$ cat config.mk
export PLATFORM = sky130hd
export DESIGN_NAME = latch_write_arb_flat
export DESIGN_NICKNAME = d
export VERILOG_FILES = /design/src/rtl/latch_ctrl_pkg.sv /design/src/rtl/latch_write_arb_if.sv /design/src/rtl/rr_arb2.sv /design/src/rtl/latch_write_arb.sv /design/src/flat_wrapper.sv
export SDC_FILE = /design/constraint.sdc
export NUM_CORES = 1
export LEC_CHECK = 0
export ABC_AREA = 1
export CAP_MARGIN = 5
export CORE_UTILIZATION = 45
export DETAILED_ROUTE_END_ITERATION = 10
export GPL_TIMING_DRIVEN = 0
export PLACE_DENSITY = 0.89
export SLEW_MARGIN = 20
export SYNTH_ARGS = -nofsm -noshare
export SYNTH_HDL_FRONTEND = slang
export SYNTH_SLANG_ARGS = --single-unit
$ cat constraint.sdc
create_clock -name clk -period 1.9 [get_ports clk]
set_input_delay 0.38 -clock clk [delete_from_list [all_inputs] [get_ports clk]]
set_output_delay 0.38 -clock clk [all_outputs]
set_load 0.01 [all_outputs]
$ cat src/rtl/latch_ctrl_pkg.sv
// latch_ctrl_pkg: FSM state encoding, parameter defaults and ENABLE counter width for latch_write_arb
package latch_ctrl_pkg;
  typedef enum logic [1:0] {IDLE, SETUP, ENABLE, HOLD} state_t;
  localparam int DW_DEF = 8;
  localparam int AW_DEF = 3;
  localparam int EN_CYCLES_DEF = 1;
  localparam int CW = 4;
endpackage

$ cat src/rtl/latch_write_arb_if.sv
// latch_write_arb_if: requester A/B req/addr/data/ack plus latch bus lat_D/lat_En and busy; master = requesters, slave = arbiter
interface latch_write_arb_if import latch_ctrl_pkg::*; #(
  parameter int DW = DW_DEF,
  parameter int AW = AW_DEF
) ();
  logic a_req, b_req, a_ack, b_ack, busy;
  logic [AW-1:0] a_addr, b_addr;
  logic [DW-1:0] a_data, b_data, lat_D;
  logic [(1 << AW)-1:0] lat_En;
  modport master(output a_req, a_addr, a_data, b_req, b_addr, b_data, input a_ack, b_ack, lat_D, lat_En, busy);
  modport slave(input a_req, a_addr, a_data, b_req, b_addr, b_data, output a_ack, b_ack, lat_D, lat_En, busy);
endinterface

$ cat src/rtl/rr_arb2.sv
// rr_arb2: two-input round-robin arbiter; req/mask bit0=A bit1=B, last=1 means B granted last, grant one-hot
module rr_arb2 (
  input  logic [1:0] req,
  input  logic [1:0] mask,
  input  logic       last,
  output logic [1:0] grant
);
  logic [1:0] r;
  assign r = req & ~mask;
  assign grant = &r ? (last ? 2'b01 : 2'b10) : r;
endmodule

$ cat src/rtl/latch_write_arb.sv
// latch_write_arb: arbitrates A/B writes into a latch bank with SETUP/ENABLE/HOLD sequencing; ports clk, rst, bus (slave modport)
module latch_write_arb import latch_ctrl_pkg::*; #(
  parameter int DW = DW_DEF,
  parameter int AW = AW_DEF,
  parameter int EN_CYCLES = EN_CYCLES_DEF
) (
  input logic clk,
  input logic rst,
  latch_write_arb_if.slave bus
);
  localparam int NR = 1 << AW;
  state_t state, state_n;
  logic [CW-1:0] cnt, cnt_n;
  logic [AW-1:0] addr, addr_n;
  logic [DW-1:0] d_n;
  logic [NR-1:0] en_n, oh;
  logic a_ack_n, b_ack_n, busy_n, last, last_n, done;
  logic [1:0] mask, mask_n, grant;
  assign oh = NR'(1) << addr;
  assign done = cnt == '0;
  rr_arb2 u_arb (.req({bus.b_req, bus.a_req}), .mask(mask), .last(last), .grant(grant));
  always_ff @(posedge clk) begin
    if (rst) begin
      state <= IDLE;
      cnt <= '0;
      addr <= '0;
      last <= 1'b1;
      mask <= '0;
      bus.lat_D <= '0;
      bus.lat_En <= '0;
      bus.a_ack <= 1'b0;
      bus.b_ack <= 1'b0;
      bus.busy <= 1'b0;
    end else begin
      state <= state_n;
      cnt <= cnt_n;
      addr <= addr_n;
      last <= last_n;
      mask <= mask_n;
      bus.lat_D <= d_n;
      bus.lat_En <= en_n;
      bus.a_ack <= a_ack_n;
      bus.b_ack <= b_ack_n;
      bus.busy <= busy_n;
    end
  end
  always_comb begin
    state_n = state;
    cnt_n = cnt;
    addr_n = addr;
    d_n = bus.lat_D;
    en_n = '0;
    a_ack_n = 1'b0;
    b_ack_n = 1'b0;
    busy_n = 1'b1;
    last_n = last;
    mask_n = '0;
    case (state)
      IDLE: begin
        busy_n = |grant;
        state_n = |grant ? SETUP : IDLE;
        last_n = |grant ? grant[1] : last;
        addr_n = |grant ? (grant[1] ? bus.b_addr : bus.a_addr) : addr;
        d_n = |grant ? (grant[1] ? bus.b_data : bus.a_data) : bus.lat_D;
      end
      SETUP: begin
        state_n = ENABLE;
        cnt_n = CW'(EN_CYCLES - 1);
        en_n = oh;
      end
      ENABLE: begin
        state_n = done ? HOLD : ENABLE;
        cnt_n = done ? cnt : cnt - CW'(1);
        en_n = done ? '0 : oh;
        a_ack_n = done && !last;
        b_ack_n = done && last;
      end
      HOLD: begin
        state_n = IDLE;
        busy_n = 1'b0;
        mask_n = last ? 2'b10 : 2'b01;
      end
    endcase
  end
endmodule
$ cat src/flat_wrapper.sv
// flat-port wrapper written by rule: the top's interface ports become plain ports
module latch_write_arb_flat import latch_ctrl_pkg::*;
#(
  parameter int DW = DW_DEF,
  parameter int AW = AW_DEF,
  parameter int EN_CYCLES = EN_CYCLES_DEF
)
  (clk, rst, bus_a_req, bus_a_addr, bus_a_data, bus_b_req, bus_b_addr, bus_b_data, bus_a_ack, bus_b_ack, bus_lat_D, bus_lat_En, bus_busy);
  latch_write_arb_if #(.DW(DW), .AW(AW)) bus_i ();
  input logic clk;
  input logic rst;
  input wire logic [$bits(bus_i.a_req)-1:0] bus_a_req;
  input wire logic [$bits(bus_i.a_addr)-1:0] bus_a_addr;
  input wire logic [$bits(bus_i.a_data)-1:0] bus_a_data;
  input wire logic [$bits(bus_i.b_req)-1:0] bus_b_req;
  input wire logic [$bits(bus_i.b_addr)-1:0] bus_b_addr;
  input wire logic [$bits(bus_i.b_data)-1:0] bus_b_data;
  output wire logic [$bits(bus_i.a_ack)-1:0] bus_a_ack;
  output wire logic [$bits(bus_i.b_ack)-1:0] bus_b_ack;
  output wire logic [$bits(bus_i.lat_D)-1:0] bus_lat_D;
  output wire logic [$bits(bus_i.lat_En)-1:0] bus_lat_En;
  output wire logic [$bits(bus_i.busy)-1:0] bus_busy;
  assign bus_i.a_req = bus_a_req;
  assign bus_i.a_addr = bus_a_addr;
  assign bus_i.a_data = bus_a_data;
  assign bus_i.b_req = bus_b_req;
  assign bus_i.b_addr = bus_b_addr;
  assign bus_i.b_data = bus_b_data;
  assign bus_a_ack = bus_i.a_ack;
  assign bus_b_ack = bus_i.b_ack;
  assign bus_lat_D = bus_i.lat_D;
  assign bus_lat_En = bus_i.lat_En;
  assign bus_busy = bus_i.busy;
  latch_write_arb #(.DW(DW), .AW(AW), .EN_CYCLES(EN_CYCLES)) u_core (.clk(clk), .rst(rst), .bus(bus_i));
endmodule
---- After elaboration in Yosys (flattened, before gate mapping) ----
Cells that the tools add are included.
cells by class
  add/subtract/negate cells ............... 1
  multiply operators ...................... 0
  div/mod/pow operators ................... 0
  order comparisons ....................... 0
  equality and inequality tests ........... 4
  shift operators ......................... 1
  muxes and demuxes ....................... 13
  bitwise gates (word level) .............. 4
  reductions and logical operators ........ 12
operators with widths
  operator               number
  $mux W8                2
  $pmux W8 S2            1
  $pmux W2 S4            1
  $pmux W4 S2            1
  $shl A1 B3 Y8 const A  1
  $mux W2                3
  $reduce_and A2 Y1      3
  $reduce_or A2 Y1       3
  $eq A2 B2 Y1 const B   2
  $logic_not A4 Y1       1
  $mux W4                1
  $sub A4 B1 Y4 const B  1
  $mux W3                1
  $and A2 B2 Y2          1
  $eq A2 B1 Y1 const B   1
  $logic_and A1 B1 Y1    2
  $logic_not A2 Y1       1
  $mux W1                2
  $ne A2 B2 Y1 const B   1
  $not A1 Y1             2
  $not A2 Y2             1
  $pmux W1 S2            1
  $reduce_bool A2 Y1     1
  $logic_not A1 Y1       1
word-level totals
  register bits ........................... 31
  bits in latches ......................... 0
  bits in writable memories ............... 0
  ROM bits ................................ 0
  bits of input ports ..................... 26
  output and inout port bits .............. 19
  logic and storage cells ................. 45
  memories ................................ 0

---- Longest topological paths before layout ----
Gate-level depths: netlist of run 1.
  word-level depth ........................ 7
  gate-level depth with buffers ........... 9
  mapped depth without buffers ............ 8

---- Modules after synthesis ----
From an unflattened synthesis of run 1, not the netlist that was laid out.
second synthesis, totals
  cells, all modules ...................... 183
  area total of the unflattened synthesis .. 1377.6 um^2
by module, submodules not included
  module           instances  cells an instance  area an instance (um^2)  sequential area each (um^2)
  latch_write_arb  1          171                1331.3                   620.6
  rr_arb2          1          12                 46.3                     0.0

---- Worst setup path before layout of run 1 ----
No wires, ideal clock.
  kind .................................... register to register
  from .................................... register u_core.state[0]
  to ...................................... register u_core.bus.lat_En[4]
  library setup time ...................... 0.065 ns
  arrival time ............................ 1.158 ns
  data required time ...................... 1.835 ns
  path slack .............................. 0.677 ns
  cell stages (with the launch flop) ...... 7
  path buffers ............................ 0
  clock period less this slack ............ 1.223 ns
  path through ............................ dfxtp_1 inv_1 ha_1 inv_1 nor3_1 nand2_1 nor2_1
between the ends
  word-level cells in the longest chain between the ends .. 2
  elaborated cells between the ends (all ways) .. 3
  those cells by class .................... 2 x eq/ne; 1 x mux
ends and longest elaborated chain
  item                                                 RTL line                  source
  start, declared                                      latch_write_arb.sv:12     state_t state, state_n;
  start signal, assigned                               latch_write_arb.sv:35     state <= state_n;
  $eq A2 B2 Y1 / $eq A2 B1 Y1 (equally long branches)  latch_write_arb.sv:58     case (state)
  $pmux W8 S2 *                                        latch_write_arb.sv:58
  end signal, assigned                                 latch_write_arb.sv:41     bus.lat_En <= en_n;
  end, declared                                        latch_write_arb_if.sv:11  modport slave(input a_req, a_addr, a_data, b_req, b_addr, b_data, output a_ack, b_ack, lat_D, lat_En, busy);
Mark *: on every way between the ends. The rest lies on a longest branch, timed or not.
A chain may end at the register's enable or synchronous reset.

---- Final worst setup path of run 1 ----
  from .................................... register u_core.bus.lat_D[6]
  to ...................................... output port bus_lat_D[6]
RTL lines
  item                    RTL line                  source
  start, declared         latch_write_arb_if.sv:11
  start signal, assigned  latch_write_arb.sv:40     bus.lat_D <= d_n;
  end, declared           flat_wrapper.sv:20        output wire logic [$bits(bus_i.lat_D)-1:0] bus_lat_D;
No word-level cell between the ends.

==> results of run 1 <==
## cell type report
cell class / count / area (um2)
Clock buffer: 6 / 51.3
Inverter: 39 / 146
Tap cell: 44 / 55.1
Sequential cell: 31 / 621
Buffer: 7 / 60.1
Clock inverter: 1 / 5.00
Multi-Input combinational cell: 123 / 617
Fill cell: 288 / 1060
Timing Repair Buffer: 44 / 440
## routing by layer
layer / vias to the layer above / global-route usage [%]
met5: - / 0
met4: 0 / 12.2
met3: 8 / 5.49
met2: 44 / 34.3
met1: 582 / 22.2
li1: 719 / -
## flip-flops by register name, summed over array words and instances (netlist names)
| register | count |
|---|---|
| u_core.bus.lat_D | 8 |
| u_core.mask | 2 |
| u_core.bus.a_ack | 1 |
| u_core.last | 1 |
| u_core.cnt | 4 |
| u_core.bus.lat_En | 8 |
| u_core.addr | 3 |
| u_core.bus.busy | 1 |
| u_core.state | 2 |
| u_core.bus.b_ack | 1 |
## cells in the final DEF, fill, tap and decap left out, types with 2 or more instances in the layout
cell	count
nand2_2	3
nor3_1	6
inv_1	38
a21oi_1	15
nand3_2	2
clkdlybuf4s50_1	44
nand3_1	23
nand4_1	4
ha_1	7
nor2_1	19
clkbuf_4	5
dfxtp_1	31
buf_2	2
nand2_1	41
clkbuf_8	3
## Yosys cell counts
cell type / count / area share (%)
a21o_1: 1 / 0.52
a21oi_1: 15 / 5.2
buf_2: 2 / 0.69
buf_4: 1 / 0.52
buf_6: 1 / 0.78
clkbuf_1: 1 / 0.26
clkbuf_8: 2 / 1.9
dfxtp_1: 31 / 43
ha_1: 7 / 6.1
inv_1: 38 / 9.9
inv_2: 1 / 0.26
nand2_1: 41 / 11
nand2_2: 3 / 1.3
nand3_1: 23 / 8.0
nand3_2: 2 / 1.4
nand4_1: 4 / 1.7
nor2_1: 19 / 4.9
nor3_1: 6 / 2.1
o211ai_1: 1 / 0.52
o21ai_0: 1 / 0.35
## cell families (layout without fill, tap and decap cells)
group	after synthesis	count (layout)	synth area share (%)
AND/OR/NAND/NOR	98	98	30.1
adder cells (fa/ha/maj)	7	7	6.07
buffers and inverters	46	97	14.3
flip-flops	31	31	43.0
AO/OA/AOI/OAI	18	18	6.59
## report_power, final
part           internal (uW)  switching [uW]  total (uW)
Clock                    171             218         389
Sequential               784            80.6         865
Combinational            428             532         961
## path summary, 6_finish.rpt
check	startpoint	end	cells after the start
min	u_core.cnt[0]$_SDFFE_PP0P_	u_core.cnt[0]$_SDFFE_PP0P_	2
max reg2reg	u_core.state[0]$_SDFF_PP0_	u_core.bus.lat_En[6]$_SDFF_PP0_	6
min reg2reg	u_core.cnt[0]$_SDFFE_PP0P_	u_core.cnt[0]$_SDFFE_PP0P_	2
max	u_core.bus.lat_D[6]$_SDFFE_PP0P_	bus_lat_D[6]	1
## through the flow
| step | setup slack, ns | util, % | std cells | hold slack (ns) |
|---|---|---|---|---|
| 6_report | 0.283 | 65.4 | 295 | 0.471 |
| 5_1_grt | 0.233 | 65.4 | 295 | 0.499 |
| 4_1_cts | 0.265 | 65.4 | 295 | 0.474 |
| 3_5_place_dp | 0.203 | 63.5 | 288 | 0.460 |
| 3_3_place_gp | 0.212 | 63.5 | 288 | 0.450 |
| 2_1_floorplan | 0.677 | - | 200 | 0.440 |
==> flow_summary.json, run 1 <==
{
  "critPathBufInv": 1,
  "cts-hold-fix-buffers": 0,
  "hold_path.class": "flip-flop to flip-flop",
  "ctsResizeCount": 0,
  "rrSetupSlack_ns": 0.43,
  "clock-sinks": 31,
  "tightestPinTransition_ns": 0.439,
  "grt_usage_pct": 20.1,
  "fin_nets": 284,
  "dr.first_iter.drc_count": 28,
  "dpl_cell_area_mm2": 0.00194,
  "rsz0062_at_grt": "false",
  "dieArea_mm2": 0.00344,
  "wl_met1_mm": 1.30,
  "h-tree-depth": 2,
  "hold_viol": 0,
  "final_cell_area_mm2": 0.00200,
  "vdd_ir_drop_max_v": 0.000544,
  "synth_area_per_cell_um2": 7.22,
  "wl_met2_mm": 1.41,
  "via_per_inst": 4.59,
  "slowest_stage": "clkdlybuf4s50_1",
  "area_growth_pct": 38.2,
  "maxCapViolations": 0,
  "cp_top_family": "buffers and inverters",
  "yosys_register_bits": 31,
  "power_density_mw_per_mm2": 1110,
  "crit_arrival_ns": 1.24,
  "ys_seq_area_share_pct": 43.0,
  "cts_root_buffer": "clkbuf_4",
  "crit_path_cell_trace": "clkdlybuf4s50_1",
  "antenna_left": 0,
  "netlist_area_mm2": 0.00144,
  "fin_crit_ns": 1.62,
  "status": "completed",
  "core_mm2": 0.00305,
  "drc_errors": 0,
  "leakage_uw": 0.000938,
  "drive_above_1_share_pct": 7.57,
  "yosysWarnings": 0,
  "total_power_uw": 2210,
  "grt_pass1_vias": 1184,
  "post-route-period-util_pct": 85.1,
  "wl_mm": 2.96,
  "initial_core_util_pct": 47.3,
  "finalSetupTns_ns": 0,
  "cts_tree": "done",
  "clk_pin_slew_worst_paths_ns": 0.10,
  "n_antenna_cell": 0,
  "place_congestion": 0.804,
  "cp.required_ns": 1.52,
  "vias": 1353,
  "postCtsSetupBuffers": 0,
  "cts_buffers": 5,
  "slew_headroom_pct": 70.7,
  "start_kind": "flip-flop",
  "wire_per_inst_um": 10.0,
  "cts_buffer_depth": 2,
  "end_kind": "output port",
  "grt_max_degree": 11,
  "clock_latency_ns": 0.34,
  "grt.overflow.total": 0,
  "grt_pass1_wl_mm": 5.02,
  "synthCells": 200,
  "die_y_um": 58.6,
  "fin_skew_ns": 0.0149,
  "dp_hpwl_mm": 2.18,
  "io_pins": 45,
  "max_freq_mhz": 618,
  "rows": 20,
  "setup_viol": 0,
  "top_layer": "met4",
  "crit_type": "flip-flop to output port",
  "met3_length_um": 178,
  "dr.pass1.iters": 4,
  "slew_viol_final": 0,
  "antenna_found_initial": 0,
  "yosys.cell_types.count": 20,
  "worst-path-max-fanout": 2,
  "slowest_delay_ns": 0.54,
  "port_buffers": 44,
  "synth_nets": 233,
  "die_w_um": 58.6
}
(Power assumes the default switching activity.)
==> run 2: changes to the inputs <==
Settings changed: GPL_TIMING_DRIVEN 0 to unset.
==> run 2 against run 1 <==
Global-route usage fell by 0.47 points. Clock skew fell by 0.0062 ns. Clock-buffer cell count did not move. Worst setup slack improved by 0.00077 ns. Power rose by 5.5%. Flip-flop and latch count did not move. Final cell count fell by 0.34%. Sequential power barely moved. Largest power group unchanged. Die area did not move.
==> flow_summary.json, run 2 (synthesized netlist as in run 1, its figures left out) <==
{
  "start_kind": "flip-flop",
  "via_per_inst": 4.62,
  "max_freq_mhz": 619,
  "setup_viol": 0,
  "cts_buffer_depth": 2,
  "grt.overflow.total": 0,
  "grt_pass1_vias": 1228,
  "rows": 20,
  "netSwitchingPower_uw": 831,
  "port_buffers": 44,
  "end_kind": "output port",
  "clock_latency_ns": 0.33,
  "postCtsSetupBuffers": 0,
  "reg_top3": "u_core.bus.lat_D x8, u_core.bus.lat_En x8, u_core.cnt x4",
  "clockPowerShare_pct": 23.0,
  "cts_tree": "done",
  "fin_skew_ns": 0.00866,
  "slew_viol_final": 0,
  "rsz0062_at_grt": "false",
  "power_density_mw_per_mm2": 1170,
  "dieArea_mm2": 0.00344,
  "maxCapViolations": 0,
  "wire_per_inst_um": 9.41,
  "dr.first_iter.drc_count": 31,
  "n_antenna_cell": 0,
  "cts_buffers": 5,
  "rrSetupSlack_ns": 0.46,
  "tightestPinTransition_ns": 0.361,
  "ctsResizeCount": 0,
  "antenna_found_initial": 0,
  "p_int_uw": 1500,
  "p_comb_share_pct": 40.0,
  "grt_usage_pct": 19.6,
  "crit_path_cell_trace": "clkdlybuf4s50_1",
  "total_power_uw": 2340,
  "wl_met1_mm": 1.34,
  "antenna_left": 0,
  "slowest_delay_ns": 0.55,
  "worst-path-max-fanout": 2,
  "area_growth_pct": 38.7,
  "io_pins": 45,
  "die_w_um": 58.6,
  "dp_hpwl_mm": 2.11,
  "hold_path.class": "flip-flop to flip-flop",
  "die_y_um": 58.6,
  "post-route-period-util_pct": 85.1,
  "place_congestion": 0.785,
  "mostFrequentLayoutCell": "clkdlybuf4s50_1",
  "drc_errors": 0,
  "slew_headroom_pct": 75.9,
  "fin_crit_ns": 1.62,
  "finalSetupTns_ns": 0,
  "power_frac_seq_pct": 37.0,
  "wl_mm": 2.77,
  "met3_length_um": 175,
  "grt_max_degree": 14,
  "dr.pass1.iters": 4,
  "final_cell_mix": "clkdlybuf4s50_1 (44), nand2_1 (41), inv_1 (38)",
  "critPathBufInv": 1,
  "slowest_stage": "clkdlybuf4s50_1",
  "cts-hold-fix-buffers": 0,
  "cp_top_family": "buffers and inverters",
  "leakage_uw": 0.000942,
  "clock-sinks": 31,
  "wl_met2_mm": 1.21,
  "cp.required_ns": 1.52,
  "cts_root_buffer": "clkbuf_4",
  "top_layer": "met4",
  "hold_viol": 0,
  "core_mm2": 0.00305,
  "initial_core_util_pct": 47.3,
  "grt_pass1_wl_mm": 5.04,
  "crit_type": "flip-flop to output port",
  "crit_arrival_ns": 1.24,
  "vdd_ir_drop_max_v": 0.000677,
  "switching_share_pct": 35.6,
  "drive_above_1_share_pct": 7.60,
  "vias": 1359,
  "clk_pin_slew_worst_paths_ns": 0.10,
  "status": "completed",
  "fin_nets": 282,
  "h-tree-depth": 2
}
[run 2: cell types whose count changed in the layout (fill, tap and decap cells not counted)]
cell	change
buf_6	-1
clkbuf_1	-1
clkbuf_8	-2
bufinv_16	+1
buf_2	-2
buf_4	+4
[run 2: layout make-up]
| cell class | count | area, um2 |
|---|---|---|
| sequential | 31 | 621 |
| tap | 44 | 55.1 |
| clock inverter | 2 | 35.0 |
| fill | 262 | 1050 |
| inverter | 39 | 146 |
| multi-input combinational | 123 | 617 |
| timing repair buffer | 49 | 478 |
| clock buffer | 6 | 51.3 |
[run 2: per-layer routing]
metal	global-route usage, %	up-vias
met5	0	-
met4	8.16	0
met3	6.81	6
met2	32.5	49
met1	23.1	586
li1	-	718
[run 2: power by group through the flow]
stage / Sequential (uW) / Clock [uW] / Combinational [uW]
4_1_cts: 863 / 547 / 938
3_3_place_gp: 877 / 0 / 910
5_1_grt: 881 / 585 / 1060
6_report: 865 / 537 / 933
3_5_place_dp: 876 / 0 / 929
2_1_floorplan: 902 / 0 / 592
[run 2: final timing paths]
kind	from	endpoint	depth (start not counted)
hold reg to reg	u_core.cnt[1]$_SDFFE_PP0P_	u_core.cnt[1]$_SDFFE_PP0P_	2
setup / recovery	u_core.bus.lat_D[3]$_SDFFE_PP0P_	bus_lat_D[3]	1
hold / removal	u_core.cnt[1]$_SDFFE_PP0P_	u_core.cnt[1]$_SDFFE_PP0P_	2
setup reg to reg	u_core.state[0]$_SDFF_PP0_	u_core.bus.lat_En[2]$_SDFF_PP0_	6
[run 2: stage by stage]
step / hold slack (ns) / setup WS (ns) / cells / cell area (um2) / utilization, %
2_1_floorplan: 0.440 / 0.677 / 200 / 1440 / -
3_3_place_gp: 0.450 / 0.203 / 286 / 1920 / 62.8
3_5_place_dp: 0.452 / 0.151 / 286 / 1920 / 62.8
4_1_cts: 0.466 / 0.265 / 294 / 2000 / 65.6
5_1_grt: 0.504 / 0.228 / 294 / 2000 / 65.6
6_report: 0.468 / 0.284 / 294 / 2000 / 65.6
